<file path="src/rtl/timestamp_arbiter.sv">
// Round-robin arbiter merging N first-word-fall-through timestamp FIFOs into one stream, keeping multi-word frames contiguous.
// Optional stall-release timeout is built only when TIMESTAMP_ARBITER_TIMEOUT_EN is defined.
module timestamp_arbiter #(
    parameter int unsigned N       = 4,
    parameter int unsigned TIMEOUT = 255
) (
    input  logic            BUS_CLK,
    input  logic            BUS_RST,
    input  logic [N-1:0]    ENABLE_MASK,
    input  logic [N-1:0]    IN_EMPTY,
    input  logic [32*N-1:0] IN_DATA,
    output logic [N-1:0]    IN_READ,
    input  logic            OUT_FULL,
    output logic            OUT_WRITE,
    output logic [31:0]     OUT_DATA,
    output logic [2:0]      GRANT_ID,
    output logic            BUSY,
    output logic [7:0]      TIMEOUT_CNT
);

    if (N < 2 || N > 8 || TIMEOUT < 1 || TIMEOUT > 65535) begin : g_bad_param
        $error("timestamp_arbiter: parameter out of range");
    end

    typedef enum logic {IDLE, LOCK} state_t;

    state_t      state;
    logic [2:0]  last_grant;
    logic [2:0]  grant_id;
    logic        out_write;
    logic [31:0] out_data;

    logic [31:0] sel_data;
    logic        sel_empty;
    logic        pop;
    logic        hit;
    logic [2:0]  winner;
    logic [N-1:0] elig;
    logic        timeout_hit;

    always_comb begin
        sel_data  = '0;
        sel_empty = 1'b1;
        for (int unsigned i = 0; i < N; i++) begin
            if (grant_id == 3'(i)) begin
                sel_data  = IN_DATA[32*i +: 32];
                sel_empty = IN_EMPTY[i];
            end
        end
    end

    assign pop = (state == LOCK) && !BUS_RST && !sel_empty && !OUT_FULL;

    always_comb begin
        IN_READ = '0;
        for (int unsigned i = 0; i < N; i++) begin
            IN_READ[i] = pop && (grant_id == 3'(i));
        end
    end

    assign elig = ENABLE_MASK & ~IN_EMPTY;

    // Search order starts one past the last winner and wraps, giving round-robin fairness.
    always_comb begin
        hit    = 1'b0;
        winner = '0;
        for (int unsigned k = 1; k <= N; k++) begin
            for (int unsigned i = 0; i < N; i++) begin
                if (!hit && elig[i] && (i == (32'(last_grant) + k) % N)) begin
                    hit    = 1'b1;
                    winner = 3'(i);
                end
            end
        end
    end

`ifdef TIMESTAMP_ARBITER_TIMEOUT_EN
    logic [15:0] stall_cnt;
    logic [7:0]  timeout_cnt;

    assign timeout_hit = (state == LOCK) && sel_empty && ((32'(stall_cnt) + 32'd1) >= TIMEOUT);

    always_ff @(posedge BUS_CLK) begin
        if (BUS_RST) begin
            stall_cnt   <= '0;
            timeout_cnt <= '0;
        end else if (state != LOCK || pop) begin
            stall_cnt <= '0;
        end else if (sel_empty) begin
            if (timeout_hit) begin
                stall_cnt <= '0;
                if (timeout_cnt != 8'hFF) timeout_cnt <= timeout_cnt + 8'd1;
            end else begin
                stall_cnt <= stall_cnt + 16'd1;
            end
        end
    end

    assign TIMEOUT_CNT = timeout_cnt;
`else
    assign timeout_hit = 1'b0;
    assign TIMEOUT_CNT = '0;
`endif

    always_ff @(posedge BUS_CLK) begin
        if (BUS_RST) begin
            state      <= IDLE;
            last_grant <= 3'(N - 1);
            grant_id   <= '0;
            out_write  <= 1'b0;
            out_data   <= '0;
        end else begin
            out_write <= pop;
            if (pop) out_data <= sel_data;
            case (state)
                IDLE: begin
                    if (hit) begin
                        grant_id   <= winner;
                        last_grant <= winner;
                        state      <= LOCK;
                    end
                end
                LOCK: begin
                    // Only a type-1 word keeps the frame open.
                    if (pop && sel_data[27:24] != 4'h1) state <= IDLE;
                    else if (timeout_hit)               state <= IDLE;
                end
                default: state <= IDLE;
            endcase
        end
    end

    assign OUT_WRITE = out_write;
    assign OUT_DATA  = out_data;
    assign GRANT_ID  = grant_id;
    assign BUSY      = (state == LOCK);

endmodule

</file>
<file path="config.mk">
export PLATFORM = sky130hd
export DESIGN_NAME = timestamp_arbiter
export DESIGN_NICKNAME = d
export VERILOG_FILES = /design/src/rtl/timestamp_arbiter.sv
export SDC_FILE = /design/constraint.sdc
export NUM_CORES = 1
export LEC_CHECK = 0
export CORE_MARGIN = 2
export CORE_UTILIZATION = 36
export CTS_CLUSTER_SIZE = 14
export DETAILED_ROUTE_END_ITERATION = 8
export PLACE_DENSITY = 0.91
export REMOVE_ABC_BUFFERS = 1
export SLEW_MARGIN = 20
export SYNTH_ARGS = -nofsm -noshare
export SYNTH_HDL_FRONTEND = slang
export SYNTH_SLANG_ARGS = --single-unit
</file>
<file path="constraint.sdc">
create_clock -name BUS_CLK -period 3.1 [get_ports BUS_CLK]
set_clock_uncertainty 0.2 [all_clocks]
set_input_delay 0.62 -clock BUS_CLK [delete_from_list [all_inputs] [get_ports BUS_CLK]]
set_output_delay 0.62 -clock BUS_CLK [all_outputs]
set_load 0.05 [all_outputs]
</file>
==> flow_metrics.env, run 1 <==
export IMPL_synth_compound_gate_area_share_pct=9.69
export IMPL_core_area_mm2=0.00635
export IMPL_h_tree_depth=2
export IMPL_grt_pass1_wl_um=12200
export IMPL_tightestPinTransition_ns=0.531
export IMPL_slew_violations=0
export IMPL_post_cts_repair_setup_buffers=0
export IMPL_required_ns=2.28
export IMPL_worstPathCellList="clkdlybuf4s50_1, mux4_2, or2_4, inv_8, and3_1, buf_4"
export IMPL_nets=555
export IMPL_critical_path_max_stage_delay_ns=0.48
export IMPL_power_ir_vdd_worst_mv=0.235
export IMPL_fin_util_pct=68.4
export IMPL_cts_made_buffers=5
export IMPL_setup_violators_final=0
export IMPL_fp_dieArea_mm2=0.00723
export IMPL_postSynthRegisterBits=38
export IMPL_grt_max_degree=39
export IMPL_routed_wire_length_per_instance_um=15.8
export IMPL_worstSkewPairLatency_ns=0.29
export IMPL_ys_top_cells_by_area="sky130_fd_sc_hd__dfxtp_1 32%, sky130_fd_sc_hd__mux4_2 31%, sky130_fd_sc_hd__nand2_1 10%, sky130_fd_sc_hd__a21oi_1 7.0%, sky130_fd_sc_hd__buf_4 3.2%"
export IMPL_cts_root_buffer="sky130_fd_sc_hd__clkbuf_8"
export IMPL_hp_class="register to register"
export IMPL_setup_repair_after_global_routing_missed_its_margin="false"
export IMPL_final_common_cell="sky130_fd_sc_hd__clkdlybuf4s50_1"
export IMPL_ys_dominant_reg_cell="sky130_fd_sc_hd__dfxtp_1"
export IMPL_timing_fmax_ghz=0.331
export IMPL_async_reset_ff_share_pct=0
export IMPL_synth_lib_cells_used_distinct=31
export IMPL_num_antenna_cells=0
export IMPL_detail_route_iter0_violations=93
export IMPL_netlist_area_mm2=0.00236
export IMPL_tritoncts_num_sinks=38
export IMPL_clk_transition_reported_paths_ns=0.07
export IMPL_grt_antenna_before_repair=0
export IMPL_grt_ovfl_total=0
export IMPL_global_route_usage_met3_pct=6.91
export IMPL_detail_route_first_pass_iterations=4
export IMPL_simple_gate_fraction_of_synth_area_pct=18.2
export IMPL_muxShareOfSynthArea_pct=31.5
export IMPL_yosysTopAreaCellShare_pct=32.2
export IMPL_outcome="finished, final reports clean"
export IMPL_dp_cells=486
export IMPL_holdBufCountCts=0
export IMPL_max_cap_violations=0
export IMPL_min_delay_worst_endpoint="OUT_DATA[14]$_SDFFE_PP0P_"
export IMPL_finish_instance_area_mm2=0.00434
export IMPL_worst_r2r_cell_count=5
export IMPL_initial_utilization_pct=37.2
export IMPL_largest_family_of_logic_cells_by_synthesized_area="multiplexers"
export IMPL_syn_mean_instance_area_um2=9.97
export IMPL_r2r_start="GRANT_ID[0]$_SDFFE_PP0P_"
export IMPL_placementRows=29
export IMPL_worst_path_max_fanout=2
export IMPL_ys_warnings_count=0
export IMPL_power_leakage_nw=1.51
export IMPL_remaining_routing_drc_violations=0
export IMPL_powerDensity_mw_per_mm2=349
export IMPL_min_delay_start="OUT_DATA[14]$_SDFFE_PP0P_"
export IMPL_post_synth_edffs=0
export IMPL_worstPathArrival_ns=2.20
export IMPL_final_instance_count_excl_fill=494
export IMPL_global_route_met1_utilization_pct=20.8
export IMPL_cpMaxStageDelayCell="sky130_fd_sc_hd__mux4_2"
export IMPL_gp_congestion=0.889
export IMPL_synth_seq_area_share_pct=32.2
export IMPL_finalPower_w=0.00152
export IMPL_dp_hpwl_um=6190
export IMPL_synth_top_cell_by_area="sky130_fd_sc_hd__dfxtp_1"
export IMPL_vias_in_the_first_global_route=2714
export IMPL_cp_startpoint="IN_EMPTY[3]"
export IMPL_hold_violations=0
export IMPL_portBuffers=178
export IMPL_placedInstanceArea_mm2=0.00422
export IMPL_tritoncts="built"
export IMPL_postRouteAntennaNets=0
export IMPL_synth_fa_ha_area_share_pct=0
export IMPL_setup_worst_path_class="input pin to output port"
export IMPL_total_detailed_routing_wirelength_um=7820
export IMPL_worstHoldPathCells=2
export IMPL_globalRouteMet2Util_pct=42.3
export IMPL_vias_per_cell=5.11
export IMPL_die_h_um=85.0
export IMPL_most_frequent_cells_in_the_layout="174 x sky130_fd_sc_hd__clkdlybuf4s50_1, 64 x sky130_fd_sc_hd__nand2_1, 36 x sky130_fd_sc_hd__dfxtp_1, 33 x sky130_fd_sc_hd__mux4_2, 33 x sky130_fd_sc_hd__a21oi_1"
export IMPL_clockBufferDepth=2
export IMPL_grt_usage_pct=21.7
export IMPL_crit_path_start_kind="input pin"
export IMPL_boundaryPins=188
export IMPL_rr_endpoint="OUT_DATA[29]$_SDFFE_PP0P_"
export IMPL_synth_cells=237
export IMPL_post_cts_resized=0
export IMPL_max_slew_margin_rel_pct=64.5
export IMPL_layout_area_overhead_vs_synth_pct=83.8
export IMPL_route_vias_total=2525
export IMPL_grt_busiest_layer="met2"
export IMPL_r2r_slack_ns=0.94
export IMPL_min_period_ns=3.02
export IMPL_dieWidth_um=85.0
export IMPL_crit_path_end_kind="output port"
export IMPL_min_period_over_period_pct=97.5
export IMPL_post_synth_xor_area_fraction_pct=0
export IMPL_layout_drive_gt1_share_pct=15.8
## through the flow
| step | setup WS [ns] | TNS (ns) | hold slack, ns |
|---|---|---|---|
| 5_1_grt | 0.0126 | 0 | 0.271 |
| 3_3_place_gp | 0.0599 | 0 | 0.241 |
| 6_report | 0.0776 | 0 | 0.254 |
| 4_1_cts | 0.0140 | 0 | 0.256 |
| 3_5_place_dp | 0.0141 | 0 | 0.248 |
| 2_1_floorplan | -1.35 | -23.73 | 0.313 |
## worst max-delay path by stage
stage	endpoint	slack, ns	cells past startpoint
floorplan	IN_READ[3]	-1.35	4
global placement	IN_READ[3]	0.06	6
detailed placement	IN_READ[3]	0.01	6
CTS	IN_READ[3]	0.01	6
global route	IN_READ[3]	0.01	6
finish	IN_READ[3]	0.08	6
## report_power, final
group | internal, W | switching (W)
sequential | 0.000509 | 0.0000162
clock | 0.000237 | 0.000171
combinational | 0.000335 | 0.000248
total | 0.00108 | 0.000436
## sequential cells by signal (all words and copies together), names as in the netlist
signal,flops
BUSY,1
GRANT_ID,2
OUT_DATA,32
OUT_WRITE,1
last_grant,2
## cell type report
| cell class | instances | area [um2] |
|---|---|---|
| inverters | 2 | 15.0 |
| clock inverters | 3 | 40.0 |
| clock buffers | 5 | 68.8 |
| fillers | 500 | 2010 |
| multi-input cells | 177 | 1440 |
| flip-flops and latches | 38 | 763 |
| well taps | 77 | 96.3 |
| repair buffers | 192 | 1910 |
## cell families (layout without fill, tap and decap cells)
kind of cell / count (synthesis) / count (layout)
compound gates: 41 / 41
buf+inv: 30 / 202
flops: 38 / 38
mux: 33 / 33
other cells: 1 / 9
simple gates: 94 / 94
## metal layers
metal | wire (um) | vias up | share of wire (%)
met5 | 0 | - | 0
met4 | 169 | 0 | 2.2
met3 | 689 | 16 | 8.8
met2 | 4420 | 136 | 57
met1 | 2530 | 1176 | 32
li1 | - | 1197 | -
## cells in the mapped netlist, drive strengths merged (2+ instances only)
cell type	n
nand2b	4
dfxtp	38
nand2	64
a21oi	33
mux4	33
nor3	4
inv	2
buf	22
nor2b	2
or3b	3
clkbuf	6
nor4b	3
o21bai	3
nor2	9
## critical path, delay by kind of cell
family	cells	cell delay, ns
buffers and inverters	3	0.68
muxes	1	0.48
and+or+nand+nor	2	0.42
No activity file was read; power rests on OpenSTA's default activity.
==> run 2: changes to the inputs <==
Settings changed: CORE_ASPECT_RATIO set to 0.8.
==> run 2 against run 1 <==
Cell count is 1.0% higher; global-route usage grew 0.18 points; sequential power about the same; power is 5.4% lower; wire length rose by 0.59%; clock power down 20%; via count down 0.20%; combinational power hardly changed; register-to-register slack better by 0.02 ns; critical path type unchanged; largest cell class unchanged.
==> flow_metrics.env, run 2 (synthesis results as in run 1) <==
export IMPL_power_leakage_nw=1.50
export IMPL_pre_cts_ws_ns=-0.000745
export IMPL_initial_utilization_pct=37.0
export IMPL_vias_in_the_first_global_route=2648
export IMPL_layout_drive_gt1_share_pct=15.7
export IMPL_worst_path_max_fanout=2
export IMPL_remaining_routing_drc_violations=0
export IMPL_placedInstanceArea_mm2=0.00423
export IMPL_setup_repair_after_global_routing_missed_its_margin="false"
export IMPL_post_cts_repair_setup_buffers=0
export IMPL_dieWidth_um=94.6
export IMPL_powerDensity_mw_per_mm2=331
export IMPL_crit_path_start_kind="input pin"
export IMPL_hp_class="register to register"
export IMPL_boundaryPins=188
export IMPL_finish_instance_area_mm2=0.00433
export IMPL_placementRows=26
export IMPL_fin_ws_ns=0.0475
export IMPL_final_common_cell="sky130_fd_sc_hd__clkdlybuf4s50_1"
export IMPL_min_period_ns=3.05
export IMPL_clockBufferDepth=2
export IMPL_worstSkewPairLatency_ns=0.27
export IMPL_required_ns=2.28
export IMPL_cts_made_buffers=5
export IMPL_fin_util_pct=67.9
export IMPL_r2r_slack_ns=0.96
export IMPL_grt_antenna_before_repair=0
export IMPL_timing_fmax_ghz=0.328
export IMPL_tritoncts="built"
export IMPL_cp_endpoint="IN_READ[3]"
export IMPL_hold_violations=0
export IMPL_slew_violations=0
export IMPL_max_slew_margin_rel_pct=64.2
export IMPL_routed_wire_length_per_instance_um=15.8
export IMPL_worst_r2r_cell_count=5
export IMPL_layout_area_overhead_vs_synth_pct=83.3
export IMPL_holdBufCountCts=0
export IMPL_tightestPinTransition_ns=0.535
export IMPL_outcome="finished, final reports clean"
export IMPL_vias_per_cell=5.05
export IMPL_worstPathArrival_ns=2.23
export IMPL_detail_route_first_pass_iterations=4
export IMPL_nets=555
export IMPL_min_period_over_period_pct=98.5
export IMPL_cp_startpoint="IN_EMPTY[3]"
export IMPL_postRouteAntennaNets=0
export IMPL_largest_register_ffs=32
export IMPL_tritoncts_num_sinks=38
export IMPL_most_frequent_cells_in_the_layout="174 x sky130_fd_sc_hd__clkdlybuf4s50_1, 64 x sky130_fd_sc_hd__nand2_1, 36 x sky130_fd_sc_hd__dfxtp_1, 33 x sky130_fd_sc_hd__mux4_2, 33 x sky130_fd_sc_hd__a21oi_1"
export IMPL_grt_ovfl_total=0
export IMPL_num_antenna_cells=0
export IMPL_detail_route_iter0_violations=63
export IMPL_setup_worst_path_class="input pin to output port"
export IMPL_route_vias_total=2520
export IMPL_dp_hpwl_um=6290
export IMPL_grt_usage_pct=21.8
export IMPL_fp_dieArea_mm2=0.00723
export IMPL_clk_transition_reported_paths_ns=0.07
export IMPL_core_area_mm2=0.00638
export IMPL_max_cap_violations=0
export IMPL_total_detailed_routing_wirelength_um=7860
export IMPL_grt_pass1_wl_um=12400
export IMPL_setup_violators_final=0
export IMPL_r2r_start="GRANT_ID[0]$_SDFFE_PP0P_"
export IMPL_gp_congestion=0.843
export IMPL_rr_endpoint="BUSY$_SDFF_PP0_"
export IMPL_crit_path_end_kind="output port"
export IMPL_h_tree_depth=2
export IMPL_grt_max_degree=39
export IMPL_power_ir_vdd_worst_mv=0.194
export IMPL_die_h_um=76.5
export IMPL_cts_root_buffer="sky130_fd_sc_hd__clkbuf_8"
export IMPL_portBuffers=178
run 2: changes by cell type in the layout (fill, tap and decap cells not counted):
| cell | change |
|---|---|
| sky130_fd_sc_hd__bufinv_16 | -1 |
| sky130_fd_sc_hd__nor4b_1 | -1 |
| sky130_fd_sc_hd__clkbuf_8 | +1 |
| sky130_fd_sc_hd__nor4b_2 | +1 |
| sky130_fd_sc_hd__clkinv_2 | -2 |
run 2: worst min-delay path by stage:
stage,end,from,depth (start not counted),slack [ns]
2_1_floorplan,last_grant[0]$_SDFFE_PP1P_,last_grant[0]$_SDFFE_PP1P_,2,0.31
4_1_cts,OUT_DATA[1]$_SDFFE_PP0P_,OUT_DATA[1]$_SDFFE_PP0P_,2,0.26
3_5_place_dp,OUT_DATA[1]$_SDFFE_PP0P_,OUT_DATA[1]$_SDFFE_PP0P_,2,0.25
3_3_place_gp,OUT_DATA[25]$_SDFFE_PP0P_,OUT_DATA[25]$_SDFFE_PP0P_,2,0.24
5_1_grt,OUT_DATA[3]$_SDFFE_PP0P_,OUT_DATA[3]$_SDFFE_PP0P_,2,0.27
6_report,OUT_DATA[3]$_SDFFE_PP0P_,OUT_DATA[3]$_SDFFE_PP0P_,2,0.25
run 2: layout make-up:
class | count | area [um2]
tap | 84 | 105
clock buffer | 6 | 82.6
inverter | 2 | 15.0
sequential | 38 | 763
fill | 488 | 2050
timing repair buffer | 192 | 1910
multi-input combinational | 177 | 1450
run 2: routing by layer:
metal  global-route usage (%)  share of wire [%]  up-vias
li1                         -                  -     1194
met1                     23.4                 36     1197
met2                     42.9                 55      121
met3                     5.14                7.5        8
met4                     4.20               0.83        0
met5                        0                  0        -
run 2: critical path, stage by stage:
cell	delay [ns]
sky130_fd_sc_hd__clkdlybuf4s50_1	0.44
sky130_fd_sc_hd__mux4_2	0.50
sky130_fd_sc_hd__or2_4	0.28
sky130_fd_sc_hd__inv_8	0.05
sky130_fd_sc_hd__and3_1	0.14
sky130_fd_sc_hd__buf_4	0.19
run 2: power by group:
| group | switching, W | internal, W | leakage (nW) |
|---|---|---|---|
| Combinational | 0.000246 | 0.000335 | 1.14 |
| Clock | 0.000155 | 0.000171 | 0.0431 |
| Sequential | 0.0000176 | 0.000510 | 0.309 |
| Total | 0.000419 | 0.00102 | 1.50 |
run 2: through the flow:
step           hold slack [ns]  setup TNS (ns)  std cells  total power, W
3_5_place_dp             0.246       -0.000745        493         0.00112
4_1_cts                  0.255               0        499         0.00145
3_3_place_gp             0.241               0        493         0.00111
5_1_grt                  0.274               0        499         0.00152
6_report                 0.251               0        499         0.00144
2_1_floorplan            0.313          -23.73        217        0.000850
run 2: repair_timing:
item / CTS / global route
resized for setup: 1 / 2
pin swaps: 0 / 0
setup endpoints to repair: 1 / 2
==> run 3: changes to the inputs <==
Settings changed: CORE_AREA set to 2 2 73 75, CORE_ASPECT_RATIO 0.8 to not set, CORE_MARGIN 2 to not set, CORE_UTILIZATION 36 to not set, DIE_AREA set to 0 0 75 77, DONT_BUFFER_PORTS set to 1, PLACE_DENSITY 0.91 to 0.66.
==> run 3 against run 2 <==
Via count fell by 28%; hold slack got worse by 0.068 ns; global-route usage fell by 1.4 points; power fell by 14%; combinational power fell by 47%.
==> flow_metrics.env, run 3 (synthesis results as in run 1) <==
export IMPL_fp_dieArea_mm2=0.00578
export IMPL_core_area_mm2=0.00498
export IMPL_finish_instance_area_mm2=0.00249
export IMPL_min_period_ns=2.67
export IMPL_max_cap_violations=0
export IMPL_grt_antenna_before_repair=0
export IMPL_power_leakage_nw=0.787
export IMPL_global_route_met1_utilization_pct=21.1
export IMPL_worstPathArrival_ns=1.85
export IMPL_crit_path_end_kind="output port"
export IMPL_tritoncts="built"
export IMPL_num_antenna_cells=0
export IMPL_slew_violations=0
export IMPL_powerDensity_mw_per_mm2=494
export IMPL_dp_hpwl_um=4370
export IMPL_timing_fmax_ghz=0.375
export IMPL_max_slew_margin_rel_pct=47.9
export IMPL_outcome="finished, final reports clean"
export IMPL_routed_wire_length_per_instance_um=19.5
export IMPL_vias_in_the_first_global_route=1887
export IMPL_cts_root_buffer="sky130_fd_sc_hd__clkbuf_8"
export IMPL_setup_repair_after_global_routing_missed_its_margin="false"
export IMPL_clock_power_share_pct=28.7
export IMPL_worstSkewPairLatency_ns=0.29
export IMPL_clockBufferDepth=2
export IMPL_post_cts_resized=0
export IMPL_global_route_usage_met3_pct=5.39
export IMPL_dieWidth_um=75
export IMPL_detail_route_iter0_violations=63
export IMPL_grt_usage_pct=20.4
export IMPL_power_ir_vdd_worst_mv=0.280
export IMPL_layout_area_overhead_vs_synth_pct=5.46
export IMPL_min_period_over_period_pct=86.0
export IMPL_nets=372
export IMPL_crit_path_start_kind="register"
export IMPL_tritoncts_num_sinks=38
export IMPL_cts_made_buffers=5
export IMPL_total_detailed_routing_wirelength_um=5930
export IMPL_power_share_sequential_pct=46.1
export IMPL_pre_cts_ws_ns=0.447
export IMPL_grt_busiest_layer="met2"
export IMPL_setup_total_negative_slack_ns=0
export IMPL_hp_class="input pin to register"
export IMPL_route_vias_total=1806
export IMPL_placedInstanceArea_mm2=0.00240
export IMPL_remaining_routing_drc_violations=0
export IMPL_intPower_w=0.000841
export IMPL_fin_hold_ws_ns=0.184
export IMPL_globalRouteMet2Util_pct=38.2
export IMPL_layout_drive_gt1_share_pct=24.4
export IMPL_detail_route_first_pass_iterations=4
export IMPL_hold_violations=0
export IMPL_grt_ovfl_total=0
export IMPL_final_common_cell="sky130_fd_sc_hd__nand2_1"
export IMPL_p_comb_share_pct=25.2
export IMPL_worst_path_max_fanout=38
export IMPL_fin_ws_ns=0.433
export IMPL_die_h_um=77
export IMPL_gp_congestion=0.788
export IMPL_netSwitchingFraction_pct=31.7
export IMPL_largest_register_ffs=32
export IMPL_post_cts_repair_setup_buffers=0
export IMPL_setup_worst_path_class="register to output port"
export IMPL_setup_violators_final=0
export IMPL_initial_utilization_pct=47.5
export IMPL_switching_power_w=0.000390
export IMPL_clk_transition_reported_paths_ns=0.08
export IMPL_h_tree_depth=2
export IMPL_most_frequent_cells_in_the_layout="64 x sky130_fd_sc_hd__nand2_1, 36 x sky130_fd_sc_hd__dfxtp_1, 33 x sky130_fd_sc_hd__mux4_2, 33 x sky130_fd_sc_hd__a21oi_1"
export IMPL_grt_max_degree=39
export IMPL_holdBufCountCts=0
export IMPL_portBuffers=0
export IMPL_fin_util_pct=50.1
export IMPL_grt_pass1_wl_um=8850
export IMPL_boundaryPins=188
export IMPL_tightestPinTransition_ns=0.781
export IMPL_required_ns=2.28
export IMPL_vias_per_cell=5.94
export IMPL_placementRows=26
export IMPL_postRouteAntennaNets=0
run 3: through the flow:
step	total power [W]	cells
6_report	0.00123	304
5_1_grt	0.00129	304
4_1_cts	0.00124	304
3_3_place_gp	0.000889	296
3_5_place_dp	0.000893	296
2_1_floorplan	0.000850	217
run 3: area by class of cell:
class / instances / area [um2]
clock buffer: 7 / 86.3
clock inverter: 1 / 5.00
fill: 463 / 2490
inverter: 2 / 15.0
multi-input combinational: 177 / 1450
sequential: 38 / 763
tap: 70 / 87.6
timing repair buffer: 9 / 80.1
run 3: power by group through the flow:
stage	clock network [W]	logic [W]	registers (W)
after floorplan	0	0.000219	0.000631
final	0.000353	0.000310	0.000568
after detailed placement	0	0.000314	0.000579
after global placement	0	0.000310	0.000579
after CTS	0.000363	0.000314	0.000568
after global routing	0.000383	0.000334	0.000570
run 3: worst paths after layout:
path                                            startpoint                          to  slack [ns]  cells past startpoint
worst max-delay path              GRANT_ID[0]$_SDFFE_PP0P_                  IN_READ[1]        0.43                      3
worst min-delay path                               BUS_RST   OUT_DATA[24]$_SDFFE_PP0P_        0.18                      1
worst max register to register    GRANT_ID[0]$_SDFFE_PP0P_             BUSY$_SDFF_PP0_        0.73                      5
worst min register to register  last_grant[0]$_SDFFE_PP1P_  last_grant[0]$_SDFFE_PP1P_        0.37                      2
run 3: worst max-delay path, cell delays in order, from the launching register on:
cell and delay, ns:
sky130_fd_sc_hd__dfxtp_2 0.34, sky130_fd_sc_hd__buf_4 0.63, sky130_fd_sc_hd__nor4b_2 0.33, sky130_fd_sc_hd__buf_4 0.24
run 3: metal layers:
metal  up-vias  wire (um)  share of wire, %
li1        829          -                 -
met1       847       2010                34
met2       121       3210                54
met3         9        630                11
met4         0         79               1.3
met5         -          0                 0
